## src/rtl/eth_tx_arp_sched.sv

```systemverilog
// ARP transmit scheduler in front of the GMII transmit path.
// Round-robin arbitration between ARP replies and ARP requests, latches the
// winner's destination fields, pulses tx_frame_start, waits for
// tx_frame_done and then enforces an inter-frame gap.
// Optional BUSY watchdog: define ETH_TX_ARP_SCHED_TIMEOUT_EN to build it.
module eth_tx_arp_sched #(
  parameter int IFG_CYCLES     = 12,   // 0..255
  parameter int TIMEOUT_CYCLES = 2048  // 1..65535
) (
  input  logic        aclk,
  input  logic        areset,
  input  logic        rply_valid,
  output logic        rply_ready,
  input  logic [47:0] rply_mac,
  input  logic [31:0] rply_ip,
  input  logic        rqst_valid,
  output logic        rqst_ready,
  input  logic [31:0] rqst_ip,
  output logic        tx_frame_start,
  input  logic        tx_frame_done,
  output logic [47:0] mac_d_addr,
  output logic [31:0] ip_d_addr,
  output logic        arp_oper,
  output logic        busy,
  output logic [15:0] frame_cnt,
  output logic        timeout_err
);

  typedef enum logic [1:0] {S_IDLE, S_START, S_BUSY, S_IFG} state_t;
  typedef enum logic {GRANT_RQST = 1'b0, GRANT_RPLY = 1'b1} grant_t;

  localparam logic [7:0]  IFG_LOAD   = 8'((IFG_CYCLES == 0) ? 0 : IFG_CYCLES - 1);
  localparam logic [47:0] BCAST_MAC  = 48'hFFFF_FFFF_FFFF;

  state_t     state;
  grant_t     last_grant;
  logic [7:0] ifg_cnt;
  logic       timeout_hit;
  logic       frame_end;

  // Round-robin grant, only offered while idle; the previous winner loses a tie.
  always_comb begin
    // NOTE: every output of a combinational block gets a default first, so no path can leave it unassigned and infer a latch.
    rply_ready = 1'b0;
    rqst_ready = 1'b0;
    if (!areset && state == S_IDLE) begin
      rply_ready = rply_valid && (!rqst_valid || last_grant == GRANT_RQST);
      rqst_ready = rqst_valid && (!rply_valid || last_grant == GRANT_RPLY);
    end
  end

`ifdef ETH_TX_ARP_SCHED_TIMEOUT_EN
  localparam logic [15:0] TIMEOUT_LAST = 16'(TIMEOUT_CYCLES - 1);
  logic [15:0] to_cnt;

  // A done arriving in the final watchdog cycle takes priority over the timeout.
  assign timeout_hit = (state == S_BUSY) && !tx_frame_done && (to_cnt == TIMEOUT_LAST);

  // Watchdog: counts BUSY cycles, held at zero in every other state.
  always_ff @(posedge aclk) begin
    if (areset || state != S_BUSY) to_cnt <= '0;
    else                           to_cnt <= to_cnt + 16'd1;
  end
`else
  assign timeout_hit = 1'b0;
`endif

  assign frame_end = (state == S_BUSY) && (tx_frame_done || timeout_hit);

  // Scheduler FSM with registered start pulse, latched fields and counters.
  always_ff @(posedge aclk) begin
    if (areset) begin
      state          <= S_IDLE;
      last_grant     <= GRANT_RQST;
      ifg_cnt        <= '0;
      tx_frame_start <= 1'b0;
      mac_d_addr     <= '0;
      ip_d_addr      <= '0;
      arp_oper       <= 1'b0;
      busy           <= 1'b0;
      frame_cnt      <= '0;
      timeout_err    <= 1'b0;
    end else begin
      // NOTE: state uses non-blocking assignments so every register samples pre-edge values, independent of statement order.
      tx_frame_start <= 1'b0;
      timeout_err    <= timeout_hit;
      case (state)
        S_IDLE: begin
          if (rply_ready) begin
            mac_d_addr     <= rply_mac;
            ip_d_addr      <= rply_ip;
            arp_oper       <= 1'b1;
            last_grant     <= GRANT_RPLY;
            tx_frame_start <= 1'b1;
            busy           <= 1'b1;
            state          <= S_START;
          end else if (rqst_ready) begin
            mac_d_addr     <= BCAST_MAC;
            ip_d_addr      <= rqst_ip;
            arp_oper       <= 1'b0;
            last_grant     <= GRANT_RQST;
            tx_frame_start <= 1'b1;
            busy           <= 1'b1;
            state          <= S_START;
          end
        end
        S_START: state <= S_BUSY;
        S_BUSY: begin
          if (frame_end) begin
            if (tx_frame_done) frame_cnt <= frame_cnt + 16'd1;
            if (IFG_CYCLES == 0) begin
              busy  <= 1'b0;
              state <= S_IDLE;
            end else begin
              ifg_cnt <= IFG_LOAD;
              state   <= S_IFG;
            end
          end
        end
        S_IFG: begin
          if (ifg_cnt == 8'd0) begin
            busy  <= 1'b0;
            state <= S_IDLE;
          end else begin
            ifg_cnt <= ifg_cnt - 8'd1;
          end
        end
        default: state <= S_IDLE;
      endcase
    end
  end

endmodule

```

## config.mk

```make
export PLATFORM = sky130hd
export DESIGN_NAME = eth_tx_arp_sched
export DESIGN_NICKNAME = d
export VERILOG_FILES = /design/src/rtl/eth_tx_arp_sched.sv
export SDC_FILE = /design/constraint.sdc
export NUM_CORES = 1
export LEC_CHECK = 0
export ABC_AREA = 1
export BUFFER_PORTS_ARGS = -buffer_cell sky130_fd_sc_hd__buf_4
export CORE_UTILIZATION = 35
export DETAILED_ROUTE_END_ITERATION = 7
export SLEW_MARGIN = 20
export SYNTH_ARGS = -nofsm -noshare
export SYNTH_HDL_FRONTEND = slang
export SYNTH_SLANG_ARGS = --single-unit
```

## constraint.sdc

```tcl
create_clock -name aclk -period 2.05 [get_ports aclk]
set_input_delay 0 -clock aclk [delete_from_list [all_inputs] [get_ports aclk]]
set_output_delay 0 -clock aclk [all_outputs]
set_load 0.01 [all_outputs]
```

==> flow_summary.yaml <==
outcome:
  status: "finished, final reports clean"
finish:
  syn_to_final_growth_pct: 52.8
  fin_util: 0.552
  insertedDiodeCount: 0
  final_nets: 1059
  layout_commonest_cell: "buf_4"
  fillerInstances: 1346
  mostFrequentLayoutCells: "buf_4, dfxtp_1, nor2_1"
  drive_above_1_share: 0.379
placed_design:
  hpwl_mm: 10.3
  pre_cts_slack_ns: 0.301
  gp_congestion: 0.816
  port-buffer-count: 217
route:
  dr.pass1.iters: 6
  num_vias: 5202
  routed_wl_mm: 15.3
  vias_per_cell: 4.63
  antenna_left: 0
  wl_per_cell_um: 13.6
  drt_iter0_drc: 244
  route.detailed.drc: 0
floorplanning:
  rows: 44
  design.core.area_mm2: 0.0146
  fp.dieArea_mm2: 0.0156
  dieWidth_um: 125
  initial_core_util: 0.361
  die_height_um: 125
  io_pins: 219
clock_network:
  numClockSinks: 109
  clk_pin_slew_ns: 0.07
  cts_tree: "yes"
  clockBufferDepth: 2
  cts-root-buf: "clkbuf_16"
  htree_levels: 3
  cts_setup_buffers: 0
  ctsResizeCount: 0
  cts_buffers: 9
  clk_latency_ns: 0.35
pwr:
  p_leak_uw: 0.00364
  vdd_drop_max_mv: 0.422
  p_total_uw: 7690
  p_per_area_mw_per_mm2: 954
yosys:
  synthCells: 663
  yosys_register_bits: 109
  yosysWarningCount: 0
  synthArstFlopShare: 0
  synth_top_flop_cell: "dfxtp_1"
  syn_avg_cell_area_um2: 7.95
  synth_nets: 787
  synth_edf_count: 0
  synth.distinct_cells: 35
  syn-cell-area_mm2: 0.00527
  ys_seq_area_frac: 0.414
setup_path:
  start_kind: "flip-flop"
  arrival_ns: 1.77
  critPathKind: "flip-flop to primary output"
  worstPathMaxFanout: 29
  rr_startpoint: "state[0]"
  rr_worst_depth: 9
  cp.required_ns: 2.05
  r2r_end: "mac_d_addr[4]"
  r2r_slack_ns: 0.29
  endpoint_kind: "primary output"
sta:
  hold_slack_ns: 0.00787
  rsz0062_at_grt: "false"
  fin_skew_ns: 0.00868
  setup_tns_ns: 0
  fmax_ghz: 0.565
  slew_violations: 0
  fin_ws_ns: 0.280
  layout_min_cycle_time_ns: 1.77
  setup_viol: 0
  post-route-period-util: 0.863
  hold_violations: 0
global_route:
  first_global_vias: 5002
  grt_pass1_wl_mm: 25.0
  grt_max_degree: 67
  grt_use_total: 0.197
  antenna_found_initial: 0
  grt_overflow: 0
min_path:
  holdPathStages: 5
  holdPathEnd: "ip_d_addr[29]"
  min_path_type: "primary input to flip-flop"
  hold_start: "rply_ip[29]"
run:
  cap_violations: 0
[kinds of logic after synthesis]
family	synth area share
and+or+nand+nor	0.279
AOI/OAI and AO/OA	0.173
buffers and inverters	0.111
DFF	0.414
adders and majority gates	0.0166
xor gates and xnor gates	0.00498
other	0.000711
[critical path: stages, from the launching register on]
cell and delay [ns]:
dfxtp_1 0.33, inv_1 0.10, ha_1 0.19, inv_2 0.06
nor2_4 0.13, inv_4 0.11, nor2_8 0.16, buf_12 0.20
buf_4 0.14
[worst max-delay path by stage]
stage | from | end | slack [ns] | cells past startpoint
3_3_place_gp | state[0] | ip_d_addr[12] | 0.34 | 10
5_1_grt | state[0] | rply_ready | 0.13 | 8
3_5_place_dp | state[0] | ip_d_addr[12] | 0.30 | 10
2_1_floorplan | state[0] | ip_d_addr[1] | 0.59 | 11
6_report | state[0] | rply_ready | 0.28 | 8
4_1_cts | state[0] | rply_ready | 0.24 | 8
[where the power goes]
group	internal [µW]	switching, µW
registers	2610	293
clock network	856	774
logic	1450	1700
[routing by layer]
layer	vias up	GRT usage	wire length, µm	share of wire
met1	2302	0.249	6950	0.45
met5	-	0	0	0
met2	158	0.327	7070	0.46
li1	2727	-	-	-
met4	0	0.0652	229	0.015
met3	15	0.0490	1070	0.070
[repair_timing]
| item | in CTS | in global routing |
|---|---|---|
| endpoints found under the setup margin | 0 | 0 |
| hold endpoints to repair | 73 | 0 |
| hold buffers | 75 | 0 |
[flip-flops by register name, indices dropped and copies added (netlist names)]
name / count
ifg_cnt: 8
tx_frame_start: 1
ip_d_addr: 32
last_grant: 1
state: 2
mac_d_addr: 48
busy: 1
frame_cnt: 16
[stage by stage]
stage,instance area (µm²),std cells
2_1_floorplan,5270,663
3_3_place_gp,7040,1033
3_5_place_dp,7040,1033
4_1_cts,8060,1124
5_1_grt,8060,1124
6_report,8060,1124
[layout make-up]
class | count | area (µm²) | share of cell area
Clock buffer | 12 | 246 | 0.0306
Inverter | 74 | 283 | 0.0351
Timing Repair Buffer | 305 | 2590 | 0.321
Clock inverter | 4 | 23.8 | 0.00295
Multi-Input combinational cell | 436 | 2500 | 0.311
Sequential cell | 109 | 2180 | 0.271
Tap cell | 184 | 230 | 0.0286
[synthesized netlist by cell type, types with 4 or more instances]
| cell type | instances | area, µm² |
|---|---|---|
| inv_1 | 39 | 146 |
| inv_2 | 32 | 120 |
| nor2_1 | 88 | 330 |
| o211ai_2 | 29 | 363 |
| nand3_2 | 31 | 310 |
| buf_6 | 5 | 56.3 |
| o21ai_0 | 84 | 420 |
| buf_12 | 4 | 80.1 |
| buf_1 | 4 | 15.0 |
| nand2_2 | 4 | 25.0 |
| clkbuf_1 | 10 | 37.5 |
| nor3_2 | 5 | 50.1 |
| ha_1 | 7 | 87.6 |
| nand2_1 | 74 | 278 |
| a21oi_1 | 15 | 75.1 |
| nor3_1 | 59 | 295 |
| buf_2 | 16 | 80.1 |
| buf_4 | 4 | 30.0 |
| o21ai_1 | 5 | 25.0 |
| dfxtp_1 | 109 | 2180 |
| nand3_1 | 17 | 85.1 |
Note: power is estimated with default switching activity, not from simulation.
